File: src/rtl/mem_port_arbiter_if.sv
// Bus bundle between the arbiter, the two pipeline requesters (IF fetch and
// MEM load/store) and the single-ported unified memory.
//   slave  : arbiter view
//   master : environment view (pipeline + memory)
interface mem_port_arbiter_if #(
    parameter int ADDR_W = 32,
    parameter int DATA_W = 32
);
    logic              start_i;

    logic              if_req_i;
    logic [ADDR_W-1:0] if_addr_i;
    logic [DATA_W-1:0] if_rdata_o;
    logic              if_valid_o;

    logic              d_req_i;
    logic              d_we_i;
    logic [ADDR_W-1:0] d_addr_i;
    logic [DATA_W-1:0] d_wdata_i;
    logic [DATA_W-1:0] d_rdata_o;
    logic              d_valid_o;

    logic              mem_req_o;
    logic              mem_we_o;
    logic [ADDR_W-1:0] mem_addr_o;
    logic [DATA_W-1:0] mem_wdata_o;
    logic              mem_ack_i;
    logic [DATA_W-1:0] mem_rdata_i;

    logic              stall_o;
    logic              err_o;

    modport slave (
        input  start_i,
        input  if_req_i, if_addr_i,
        output if_rdata_o, if_valid_o,
        input  d_req_i, d_we_i, d_addr_i, d_wdata_i,
        output d_rdata_o, d_valid_o,
        output mem_req_o, mem_we_o, mem_addr_o, mem_wdata_o,
        input  mem_ack_i, mem_rdata_i,
        output stall_o, err_o
    );

    modport master (
        output start_i,
        output if_req_i, if_addr_i,
        input  if_rdata_o, if_valid_o,
        output d_req_i, d_we_i, d_addr_i, d_wdata_i,
        input  d_rdata_o, d_valid_o,
        input  mem_req_o, mem_we_o, mem_addr_o, mem_wdata_o,
        output mem_ack_i, mem_rdata_i,
        input  stall_o, err_o
    );
endinterface

File: src/rtl/mem_port_arbiter.sv
// Arbiter sharing one single-ported memory between instruction fetch and
// the load/store path. Data accesses win over fetches; a one-cycle
// turnaround follows every completion while the stale request drops.
// Optional performance counters: define MEM_ARB_PERF_CNT_EN.
//
//   state     | meaning
//   ----------+--------------------------------------------------
//   ST_IDLE   | no access in flight, grant on next eligible request
//   ST_BUSY_D | data access (load/store) outstanding on memory
//   ST_BUSY_I | instruction fetch outstanding on memory
module mem_port_arbiter #(
    parameter int ADDR_W  = 32,
    parameter int DATA_W  = 32,
    parameter int TIMEOUT = 255
) (
    input  logic                    clk_i,
    input  logic                    rst_i,
    mem_port_arbiter_if.slave       bus
`ifdef MEM_ARB_PERF_CNT_EN
    ,
    output logic [31:0]             cnt_if_o,
    output logic [31:0]             cnt_d_o,
    output logic [31:0]             cnt_conflict_o
`endif
);

    localparam logic [1:0] ST_IDLE   = 2'd0;
    localparam logic [1:0] ST_BUSY_D = 2'd1;
    localparam logic [1:0] ST_BUSY_I = 2'd2;

    localparam int WD_W = (TIMEOUT > 1) ? $clog2(TIMEOUT + 1) : 1;

    logic [1:0]      state;
    logic [WD_W-1:0] wd_cnt;

    logic d_elig;
    logic if_elig;
    logic grant_ok;
    logic wd_expired;

    // A requester whose completion pulse is visible is still holding a stale
    // request; no grant at all happens while either pulse is up (turnaround).
    assign d_elig     = bus.d_req_i  & ~bus.d_valid_o;
    assign if_elig    = bus.if_req_i & ~bus.if_valid_o;
    assign grant_ok   = bus.start_i & ~bus.d_valid_o & ~bus.if_valid_o;
    assign wd_expired = (TIMEOUT != 0) && (wd_cnt == WD_W'(TIMEOUT - 1));

    // Pipeline freeze while any request has not yet seen its completion.
    assign bus.stall_o = ~rst_i & (if_elig | d_elig);

    // Grant / completion FSM with memory-side output registers and watchdog.
    always_ff @(posedge clk_i) begin
        if (rst_i) begin
            state           <= ST_IDLE;
            wd_cnt          <= '0;
            bus.mem_req_o   <= 1'b0;
            bus.mem_we_o    <= 1'b0;
            bus.mem_addr_o  <= '0;
            bus.mem_wdata_o <= '0;
            bus.if_rdata_o  <= '0;
            bus.if_valid_o  <= 1'b0;
            bus.d_rdata_o   <= '0;
            bus.d_valid_o   <= 1'b0;
            bus.err_o       <= 1'b0;
        end else begin
            bus.if_valid_o <= 1'b0;
            bus.d_valid_o  <= 1'b0;
            case (state)
                ST_IDLE: begin
                    wd_cnt <= '0;
                    if (grant_ok) begin
                        if (d_elig) begin
                            state           <= ST_BUSY_D;
                            bus.mem_req_o   <= 1'b1;
                            bus.mem_we_o    <= bus.d_we_i;
                            bus.mem_addr_o  <= bus.d_addr_i;
                            bus.mem_wdata_o <= bus.d_wdata_i;
                        end else if (if_elig) begin
                            state          <= ST_BUSY_I;
                            bus.mem_req_o  <= 1'b1;
                            bus.mem_we_o   <= 1'b0;
                            bus.mem_addr_o <= bus.if_addr_i;
                        end
                    end
                end
                ST_BUSY_D, ST_BUSY_I: begin
                    if (bus.mem_ack_i) begin
                        state         <= ST_IDLE;
                        wd_cnt        <= '0;
                        bus.mem_req_o <= 1'b0;
                        if (state == ST_BUSY_D) begin
                            bus.d_valid_o <= 1'b1;
                            if (!bus.mem_we_o)
                                bus.d_rdata_o <= bus.mem_rdata_i;
                        end else begin
                            bus.if_valid_o <= 1'b1;
                            bus.if_rdata_o <= bus.mem_rdata_i;
                        end
                    end else if (wd_expired) begin
                        // Abort: the requester still gets its pulse so the
                        // pipeline unfreezes, with zero data and a sticky error.
                        state         <= ST_IDLE;
                        wd_cnt        <= '0;
                        bus.mem_req_o <= 1'b0;
                        bus.err_o     <= 1'b1;
                        if (state == ST_BUSY_D) begin
                            bus.d_valid_o <= 1'b1;
                            bus.d_rdata_o <= '0;
                        end else begin
                            bus.if_valid_o <= 1'b1;
                            bus.if_rdata_o <= '0;
                        end
                    end else begin
                        wd_cnt <= wd_cnt + 1'b1;
                    end
                end
                default: begin
                    state         <= ST_IDLE;
                    wd_cnt        <= '0;
                    bus.mem_req_o <= 1'b0;
                end
            endcase
        end
    end

`ifdef MEM_ARB_PERF_CNT_EN
    logic conflict;

    assign conflict = (state == ST_IDLE) & grant_ok & d_elig & if_elig;

    // Completion and conflict counters, free-running with natural wrap.
    always_ff @(posedge clk_i) begin
        if (rst_i) begin
            cnt_if_o       <= '0;
            cnt_d_o        <= '0;
            cnt_conflict_o <= '0;
        end else begin
            if (bus.if_valid_o)
                cnt_if_o <= cnt_if_o + 32'd1;
            if (bus.d_valid_o)
                cnt_d_o <= cnt_d_o + 32'd1;
            if (conflict)
                cnt_conflict_o <= cnt_conflict_o + 32'd1;
        end
    end
`endif

endmodule

File: src/flat_wrapper.sv
// flat-port wrapper written by rule: the top's interface ports become plain ports
module mem_port_arbiter_flat 
#(
    parameter int ADDR_W  = 32,
    parameter int DATA_W  = 32,
    parameter int TIMEOUT = 255
)
  (clk_i, rst_i, bus_start_i, bus_if_req_i, bus_if_addr_i, bus_if_rdata_o, bus_if_valid_o, bus_d_req_i, bus_d_we_i, bus_d_addr_i, bus_d_wdata_i, bus_d_rdata_o, bus_d_valid_o, bus_mem_req_o, bus_mem_we_o, bus_mem_addr_o, bus_mem_wdata_o, bus_mem_ack_i, bus_mem_rdata_i, bus_stall_o, bus_err_o);
  mem_port_arbiter_if #(.ADDR_W(ADDR_W), .DATA_W(DATA_W)) bus_i ();
  input  logic clk_i;
  input  logic rst_i;
  input wire logic [$bits(bus_i.start_i)-1:0] bus_start_i;
  input wire logic [$bits(bus_i.if_req_i)-1:0] bus_if_req_i;
  input wire logic [$bits(bus_i.if_addr_i)-1:0] bus_if_addr_i;
  output wire logic [$bits(bus_i.if_rdata_o)-1:0] bus_if_rdata_o;
  output wire logic [$bits(bus_i.if_valid_o)-1:0] bus_if_valid_o;
  input wire logic [$bits(bus_i.d_req_i)-1:0] bus_d_req_i;
  input wire logic [$bits(bus_i.d_we_i)-1:0] bus_d_we_i;
  input wire logic [$bits(bus_i.d_addr_i)-1:0] bus_d_addr_i;
  input wire logic [$bits(bus_i.d_wdata_i)-1:0] bus_d_wdata_i;
  output wire logic [$bits(bus_i.d_rdata_o)-1:0] bus_d_rdata_o;
  output wire logic [$bits(bus_i.d_valid_o)-1:0] bus_d_valid_o;
  output wire logic [$bits(bus_i.mem_req_o)-1:0] bus_mem_req_o;
  output wire logic [$bits(bus_i.mem_we_o)-1:0] bus_mem_we_o;
  output wire logic [$bits(bus_i.mem_addr_o)-1:0] bus_mem_addr_o;
  output wire logic [$bits(bus_i.mem_wdata_o)-1:0] bus_mem_wdata_o;
  input wire logic [$bits(bus_i.mem_ack_i)-1:0] bus_mem_ack_i;
  input wire logic [$bits(bus_i.mem_rdata_i)-1:0] bus_mem_rdata_i;
  output wire logic [$bits(bus_i.stall_o)-1:0] bus_stall_o;
  output wire logic [$bits(bus_i.err_o)-1:0] bus_err_o;
  assign bus_i.start_i = bus_start_i;
  assign bus_i.if_req_i = bus_if_req_i;
  assign bus_i.if_addr_i = bus_if_addr_i;
  assign bus_if_rdata_o = bus_i.if_rdata_o;
  assign bus_if_valid_o = bus_i.if_valid_o;
  assign bus_i.d_req_i = bus_d_req_i;
  assign bus_i.d_we_i = bus_d_we_i;
  assign bus_i.d_addr_i = bus_d_addr_i;
  assign bus_i.d_wdata_i = bus_d_wdata_i;
  assign bus_d_rdata_o = bus_i.d_rdata_o;
  assign bus_d_valid_o = bus_i.d_valid_o;
  assign bus_mem_req_o = bus_i.mem_req_o;
  assign bus_mem_we_o = bus_i.mem_we_o;
  assign bus_mem_addr_o = bus_i.mem_addr_o;
  assign bus_mem_wdata_o = bus_i.mem_wdata_o;
  assign bus_i.mem_ack_i = bus_mem_ack_i;
  assign bus_i.mem_rdata_i = bus_mem_rdata_i;
  assign bus_stall_o = bus_i.stall_o;
  assign bus_err_o = bus_i.err_o;
  mem_port_arbiter #(.ADDR_W(ADDR_W), .DATA_W(DATA_W), .TIMEOUT(TIMEOUT)) u_core (.clk_i(clk_i), .rst_i(rst_i), .bus(bus_i));
endmodule
File: config.mk
export PLATFORM = sky130hd
export DESIGN_NAME = mem_port_arbiter_flat
export DESIGN_NICKNAME = d
export VERILOG_FILES = /design/src/rtl/mem_port_arbiter_if.sv /design/src/rtl/mem_port_arbiter.sv /design/src/flat_wrapper.sv
export SDC_FILE = /design/constraint.sdc
export NUM_CORES = 1
export LEC_CHECK = 0
export BUFFER_PORTS_ARGS = -buffer_cell sky130_fd_sc_hd__buf_4
export CAP_MARGIN = 15
export CELL_PAD_IN_SITES_DETAIL_PLACEMENT = 1
export CELL_PAD_IN_SITES_GLOBAL_PLACEMENT = 2
export CORE_MARGIN = 3
export CORE_UTILIZATION = 25
export DETAILED_ROUTE_END_ITERATION = 10
export PLACE_DENSITY_LB_ADDON = 0.15
export SLEW_MARGIN = 0
export SYNTH_ARGS = -nofsm -noshare
export SYNTH_HDL_FRONTEND = slang
export SYNTH_SLANG_ARGS = --single-unit
File: constraint.sdc
create_clock -name clk_i -period 2.3 [get_ports clk_i]
set_clock_uncertainty 0.15 [all_clocks]
set_input_delay 0.46 -clock clk_i [delete_from_list [all_inputs] [get_ports clk_i]]
set_output_delay 0.46 -clock clk_i [all_outputs]
set_load 0.01 [all_outputs]
Word-level counts from Yosys, hierarchy flattened --
Cells that the tools add are included.
Storage, ports and cells: register bits after elaboration 143, bits of input ports 135, output and inout bits 134, word-level logic and storage cells 74
Operators by class: add/sub/neg operators 1, equality and inequality tests 7, muxes and demuxes 31, bitwise operators 12, reductions and logical operators 12
Operator list (number):
- 2-to-1 mux 32 bit | 11
- AND reduction 3 bit | 5
- 2-to-1 mux 1 bit | 13
- 2-to-1 mux 2 bit | 5
- adder 8 x 1 -> 8 bit (second input constant) | 1
- == test 8 bit (second input constant) | 1
- NOT 1 bit | 6
- bitwise AND 1 bit | 5
- case mux 2 bit (2 select lines) | 1
- AND reduction 4 bit | 1
- nonzero test 2 bit | 2
- OR reduction 2 bit | 2
- OR reduction 4 bit | 1
- inequality test 3 x 1 -> 1 bit (second input constant) | 1
- inequality test 3 x 2 -> 1 bit (second input constant) | 1
- == test 2 x 1 -> 1 bit (second input constant) | 1
- == test 2 bit (second input constant) | 1
- logical NOT 2 bit | 1
- inequality test 2 x 1 -> 1 bit (second input constant) | 1
- inequality test 2 bit (second input constant) | 1
- case mux 1 bit (2 select lines) | 1
- bitwise OR 1 bit | 1

Logic depth before layout (Yosys ltp) --
Gate-level depths: netlist of the first run.
depth after elaboration 6, depth in mapped cells 7, depth with buffers taken out 6

Worst setup path before layout of the first run --
Ideal clock, no wire load.
kind input to output, start point input port rst_i, end point output port bus_stall_o, arrival 1.101 ns, data required time 1.690 ns, setup slack 0.589 ns, cell stages on the path 3, buffers on the path 2, cells stage by stage clkbuf_1 -> clkbuf_1 -> a21oi_1
Between the ends: word-level cells in the longest chain between the ends 2
Ends and longest elaborated chain:
- from (decl) | RTL line flat_wrapper.sv:11 | input logic rst_i;
- NOT 1 bit | RTL line mem_port_arbiter.sv:49 | assign bus.stall_o = ~rst_i & (if_elig | d_elig);
- bitwise AND 1 bit | RTL line mem_port_arbiter.sv:49
- to (decl) | RTL line flat_wrapper.sv:29 | output wire logic [$bits(bus_i.stall_o)-1:0] bus_stall_o;
Every way passes these cells.

Worst setup path after layout of the first run --
start point register u_core.state[0], end point register u_core.bus.mem_req_o
Between the ends: word-level cells in the longest chain between the ends 4, elaborated cells on any way between the ends 9, those cells by class eq/ne (5); mux (1); reduce/logical (3)
Ends and longest elaborated chain:
- from (decl) | RTL line mem_port_arbiter.sv:33 | logic [1:0] state;
- from (signal assigned) | RTL line mem_port_arbiter.sv:54 | state <= ST_IDLE;
- from (signal assigned) | RTL line mem_port_arbiter.sv:73 | state <= ST_BUSY_D;
- from (signal assigned) | RTL line mem_port_arbiter.sv:79 | state <= ST_BUSY_I;
- == test 2 x 1 -> 1 bit or == test 2 bit (tied branches) | RTL line mem_port_arbiter.sv:68 | case (state)
- OR reduction 2 bit | RTL line mem_port_arbiter.sv:68
- inequality test 3 x 2 -> 1 bit (no source line)
- AND reduction 3 bit (no source line)
- to (signal assigned) | RTL line mem_port_arbiter.sv:74 | bus.mem_req_o <= 1'b1;
- to (signal assigned) | RTL line mem_port_arbiter.sv:80 | bus.mem_req_o <= 1'b1;
- to (signal assigned) | RTL line mem_port_arbiter.sv:90 | bus.mem_req_o <= 1'b0;
- to (decl) | RTL line mem_port_arbiter_if.sv:39 | output mem_req_o, mem_we_o, mem_addr_o, mem_wdata_o,
Parallel ways exist; a longest one is shown, timed or not. A chain may end at the register's enable or synchronous reset.

==> results.yml, run 1 <==
critical_path:
  r2r_start: "u_core.state[0]"
  crit_fanout: 9
  cp_cell_sequence: "inv_1, ha_1, nor2b_1, o211ai_2, o21ai_0, a21bo_2"
  regToRegSetupSlack_ns: 0.36
  slowest_stage: "dfxtp_1"
  critPathKind: "flop to flop"
  cp_data_arrival_time_ns: 2.10
  reg2reg_to: "u_core.bus.mem_req_o"
  critPathRequiredTime_ns: 2.46
  worstSetupStartpointType: "flop"
  rr_worst_depth: 6
  max_stage_delay_ns: 0.37
  cp-end-kind: "flop"
logic_synthesis:
  synth-compound-area-share: 0.2207
  syn-cell-area_sq_um: 5308
  synthSimpleGateAreaFrac: 0.1744
  synth-seq-area-share: 0.5394
  synth_top_family_by_area: "compound AO/OA/AOI/OAI gates"
  synth_area_leader_cell: "dfxtp_1"
  synth_fp_nets: 750
  synth_edf_count: 0
  synthFlopType: "dfxtp_1"
  synth_cell_types: 35
  synthAdderAreaFrac: 0.009430
  yosysWarningCount: 0
  synthTopCellsByArea: "dfxtp_1, nand2_1, a21oi_1, a311oi_1, a22o_1"
  synth_area_per_cell_sq_um: 8.687
  ys_ff_latch: 143
  synth_xor_area_frac: 0.008251
  yosysTopAreaCellShare: 0.5394
  synthMuxAreaShare: 0
  postSynthCellCount: 611
  async_flop_share: 0
sta:
  hold_viol: 0
  grt_setup_unrepaired: "no"
  holdWs_ns: 0.1167
  finalSetupTns_ns: 0
  maxSlewHeadroom: 0.6716
  min_period_ns: 1.937
  worst_pin_slew_ns: 0.4926
  fin_ws_ns: 0.3628
  fmax_mhz: 516.2
  finalMaxSlewViolations: 0
  finalCritPeriodShare: 0.8423
  setup_viol: 0
place:
  dpl_cell_area_sq_um: 7542
  placed_cells: 1114
  io_buffer_count: 268
  hpwl_microns: 14940
  place_congestion: 0.7193
  place_ws_ns: 0.2815
global_routing:
  antenna_found_initial: 0
  grt-ovfl-total: 0
  grt_pass1_vias: 5630
  grt_pass1_wl_microns: 30910
  grt_usage: 0.1718
  grt_max_degree: 65
cts:
  clkTransAtPathRegs_ns: 0.07
  cts-htree-levels: 4
  numCtsBuffers: 17
  cts_buffer_depth: 2
  clock_sinks: 143
  cts_hold_buf: 0
  root_buffer: "clkbuf_16"
  tritoncts: "done"
  cts_setup_buffers: 0
  insertion_delay_ns: 0.41
  cts.repair.resized: 0
route:
  wl_microns: 20470
  top_layer: "met4"
  first_pass_iters: 4
  vias: 5378
  viasPerCell: 4.693
  ant_nets: 0
  m1WireLength_microns: 8331
  wl_met2_microns: 9998
  route.detailed.drc: 0
  wl_per_cell_microns: 17.86
  wl_met3_microns: 1712
  drtIter0Drc: 160
final_layout:
  area_growth_pct: 53.37
  nFillCells: 2463
  fin_cells: 1146
  final_core_util: 0.3959
  drive_above_1_share: 0.3733
  layout.nets: 1002
  postLayoutCellArea_sq_um: 8140
  antenna_cells: 0
die:
  io_pins: 269
  initial_core_util: 0.2582
  rows: 52
  dieHeight_microns: 151.7
  die_w_microns: 151.7
  core-area_sq_um: 20560
  die_area_sq_um: 23010
pwr:
  powerDensity_nw_per_um2: 795.4
  leakage_nw: 3.541
  peakVddDrop_mv: 0.4156
  p_total_mw: 6.475
worst_hold_path:
  hold_start: "bus_mem_rdata_i[15]"
  hold-path-endpoint: "u_core.bus.d_rdata_o[15]"
  hold_class: "primary input to flop"
  hold_depth: 2
flow_run:
  maxCapViolCount: 0
run_status:
  status: "finished clean"
==> metal layers <==
metal | global-route usage | vias up
li1 | - | 2606
met1 | 0.1997 | 2572
met2 | 0.2936 | 176
met3 | 0.06068 | 24
met4 | 0.05930 | 0
met5 | 0 | -
==> worst max-delay path, delay by kind of cell (launching register included) <==
kind | cells | cell delay (ns)
buf+inv | 1 | 0.06
compound gates | 3 | 0.75
fa+ha+maj | 1 | 0.34
flops | 1 | 0.37
simple gates | 1 | 0.18
==> sequential cells by signal (all words and copies together) (netlist names), 2 cells and up <==
name and cells:
u_core.bus.if_rdata_o 32, u_core.wd_cnt 8, u_core.bus.d_rdata_o 32, u_core.state 2, u_core.bus.mem_wdata_o 32, u_core.bus.mem_addr_o 32
==> cells in the final DEF (no fill, tap or decap), types with 2 or more instances in the layout <==
master,Yosys,routed
a22o_2,2,2
a21oi_1,67,67
a22o_1,30,30
bufinv_16,0,2
nand2b_1,5,5
xnor2_1,2,2
dfxtp_1,143,143
ha_1,4,4
buf_4,1,280
inv_8,0,2
nand3_1,6,6
and3_1,2,2
nand2_1,166,166
xor2_1,3,3
clkinvlp_4,0,2
inv_6,0,7
nor3_1,4,3
inv_1,5,5
a311oi_1,32,32
o21ai_0,27,27
o2bb2ai_1,2,2
o21ai_1,8,8
clkbuf_16,0,17
nor2_1,41,40
==> report_power, final <==
group	internal, mW	switching [mW]
registers	2.62	0.0751
logic	0.458	0.509
clock network	1.64	1.18
total	4.71	1.76
==> cell usage after synthesis (2+ instances only) <==
master,number
nor2b_1,2
nand3_1,6
buf_2,17
inv_1,5
nand2b_1,5
and3_1,2
buf_6,4
a21oi_1,67
nor2_1,41
xnor2_1,2
xor2_1,3
a311oi_1,32
o21ai_1,8
dfxtp_1,143
a22o_2,2
clkbuf_1,26
a22o_1,30
o2bb2ai_1,2
nor3_1,4
ha_1,4
nand2_1,166
o21ai_0,27
==> cell families after synthesis <==
logic type | Yosys count
AND/OR/NAND/NOR | 230
AO/OA/AOI/OAI | 176
XOR/XNOR | 5
adder cells (fa/ha/maj) | 4
buffers and inverters | 53
flip-flops | 143
==> area by class of cell <==
cell class                 count  area, sq um  area share
clock buffer                  17        425.4     0.05226
clock inverter                15        172.7     0.02121
inverter                       5        18.77    0.002306
multi-input combinational    415         2201      0.2704
sequential                   143         2863      0.3517
tap                          270        337.8     0.04150
timing repair buffer         281         2122      0.2607
==> how the worst max path moves through the flow <==
stage / startpoint / to / depth (start not counted)
after floorplan: rst_i / bus_stall_o / 3
after global placement: bus_start_i / u_core.bus.mem_addr_o[12] / 6
after detailed placement: bus_start_i / u_core.bus.mem_addr_o[23] / 6
after CTS: u_core.state[1] / u_core.state[1] / 6
after global routing: u_core.wd_cnt[1] / u_core.bus.mem_req_o / 5
final: u_core.state[0] / u_core.bus.mem_req_o / 6
Power figures use the tool's default switching activity.
==> run 2, diff against run 1 <==
--- a/config.mk
+++ b/config.mk
@@ -10,7 +10,7 @@
 export CELL_PAD_IN_SITES_DETAIL_PLACEMENT = 1
 export CELL_PAD_IN_SITES_GLOBAL_PLACEMENT = 2
 export CORE_MARGIN = 3
-export CORE_UTILIZATION = 25
+export CORE_UTILIZATION = 22
 export DETAILED_ROUTE_END_ITERATION = 10
 export PLACE_DENSITY_LB_ADDON = 0.15
 export SLEW_MARGIN = 0
==> constraint.sdc (replaced) <==
create_clock -name clk_i -period 1.7 [get_ports clk_i]
set_clock_uncertainty 0.15 [all_clocks]
set_input_delay 0.34 -clock clk_i [delete_from_list [all_inputs] [get_ports clk_i]]
set_output_delay 0.34 -clock clk_i [all_outputs]
set_load 0.01 [all_outputs]
==> results.yml, run 2 (synthesis results as in run 1) <==
cts:
  tritoncts: "done"
  numCtsBuffers: 17
  insertion_delay_ns: 0.42
  cts-htree-levels: 4
  clkTransAtPathRegs_ns: 0.06
  root_buffer: "clkbuf_16"
  cts_buffer_depth: 2
  clock_sinks: 143
worst_hold_path:
  hold_start: "bus_mem_rdata_i[7]"
  hold_depth: 2
  hold-path-endpoint: "u_core.bus.d_rdata_o[7]"
  hold_class: "primary input to flop"
flow_run:
  maxCapViolCount: 0
critical_path:
  path_depth: 8
  critPathBufInv: 3
  cp_data_arrival_time_ns: 1.92
  worstSetupStartpointType: "flop"
  critPathRequiredTime_ns: 1.90
  crit_fanout: 8
  reg2reg_to: "u_core.bus.if_rdata_o[31]"
  slowest_stage: "dfxtp_2"
  cp-end-kind: "flop"
  cp_cell_sequence: "inv_2, buf_6, ha_4, nand2b_4, nor2_4, clkbuf_16, nand2_2, a21oi_2"
  critPathKind: "flop to flop"
  crit_start: "u_core.state[1]"
  path_delay_family: "simple AND/OR/NAND/NOR gates"
  max_stage_delay_ns: 0.34
  r2r_start: "u_core.state[1]"
  rr_worst_depth: 8
  regToRegSetupSlack_ns: -0.02
final_layout:
  antenna_cells: 0
  layout.nets: 1083
  area_growth_pct: 77.42
  regArea_sq_um: 2872
  multi_input_area_sq_um: 2407
  nFillCells: 2801
  drive_above_1_share: 0.4174
  final_common_cell: "buf_4"
  fin_cells: 1275
  final_cell_mix: "buf_4, nand2_1, dfxtp_1"
route:
  wl_per_cell_microns: 17.89
  wl_microns: 22810
  viasPerCell: 4.500
  first_pass_iters: 4
  vias: 5737
  drtIter0Drc: 192
  route.detailed.drc: 0
  ant_nets: 0
sta:
  setup_viol: 5
  fmax_mhz: 580.9
  fin_ws_ns: -0.02149
  hold_viol: 0
  maxSlewHeadroom: 0.5918
  finalCritPeriodShare: 1.013
  grt_setup_unrepaired: "yes"
  min_period_ns: 1.721
  worst_pin_slew_ns: 0.6123
  finalMaxSlewViolations: 0
global_routing:
  antenna_found_initial: 0
  grt_usage: 0.1607
  grt_pass1_vias: 5921
  grt-ovfl-total: 0
  grt_max_degree: 53
  grt_pass1_wl_microns: 33310
die:
  die_w_microns: 161.3
  io_pins: 269
  dieHeight_microns: 161.3
  initial_core_util: 0.2248
  rows: 56
  die_area_sq_um: 26030
  core-area_sq_um: 23610
place:
  io_buffer_count: 268
  place_ws_ns: -0.3321
  place_congestion: 0.7566
  hpwl_microns: 15060
  placed_cells: 1184
pwr:
  powerDensity_nw_per_um2: 987.6
  p_total_mw: 9.300
  leakage_nw: 4.061
  peakVddDrop_mv: 0.4797
run_status:
  violations: "negative setup slack"
  status: "finished with violations"
-- run 2: cell count changes in the layout (fill, tap and decap cells not counted), moves of 5 or more --
cell and change:
nand2_2 +5, dlygate4sd3_1 +42, clkbuf_16 +6, buf_6 +6, buf_4 +16, buf_12 +9, a21oi_1 -9, dfxtp_1 -5
a21oi_2 +8, nand2_1 -9
-- run 2: final cells by class --
class | instances | area share
multi-input combinational | 415 | 0.2556
tap | 319 | 0.04239
sequential | 143 | 0.3049
inverter | 5 | 0.001993
clock buffer | 18 | 0.04664
clock inverter | 13 | 0.01887
timing repair buffer | 362 | 0.3295
-- run 2: report_power, final --
part | total (mW) | internal, mW | leakage, nW | switching, mW
clock network | 4.00 | 2.38 | 0.290 | 1.62
registers | 3.64 | 3.54 | 1.17 | 0.0983
logic | 1.67 | 0.861 | 2.60 | 0.805
total | 9.30 | 6.78 | 4.06 | 2.52
-- run 2: repair_timing --
action / CTS / global route
pin swaps: 1 / 14
gates cloned: 1 / 9
endpoints found under the setup margin: 75 / 99
resized for setup: 14 / 47
setup buffers: 4 / 5
hold buffers: 42 / 0
hold endpoints to repair: 48 / 0
-- run 2: metal layers --
layer	vias to the layer above	part of all wire	track usage
met5	-	0	0
li1	2776	-	-
met3	26	0.064	0.05232
met2	164	0.50	0.2724
met4	0	0.017	0.04967
met1	2771	0.42	0.1939
-- run 2: how the worst max path moves through the flow --
stage                           endpoint  slack, ns
6_report       u_core.bus.if_rdata_o[31]      -0.02
5_1_grt        u_core.bus.if_rdata_o[31]      -0.11
4_1_cts          u_core.bus.d_rdata_o[2]      -0.05
3_5_place_dp    u_core.bus.d_rdata_o[10]      -0.33
3_3_place_gp     u_core.bus.d_rdata_o[2]      -0.29
2_1_floorplan  u_core.bus.if_rdata_o[23]      -0.01
-- run 2: worst reg2reg max path: cells and delay by family, from the launching register on --
kind | cells | cell delay, ns
buffers and inverters | 3 | 0.42
AND/OR/NAND/NOR | 3 | 0.47
AO/OA/AOI/OAI | 1 | 0.12
flip-flops | 1 | 0.34
adder cells (fa/ha/maj) | 1 | 0.16
-- run 2: metrics by stage --
step | TNS [ns] | hold slack, ns | area, sq um | utilization
after detailed placement | -9.593 | 0.3034 | 7861 | 0.3329
final | -0.03789 | 0.01358 | 9417 | 0.3988
after global placement | -7.836 | 0.2920 | 7861 | 0.3329
after global routing | -1.414 | 0.002338 | 9417 | 0.3988
after floorplan | -0.1929 | 0.2823 | 5308 | -
after CTS | -0.6517 | 0.0007056 | 9014 | 0.3817
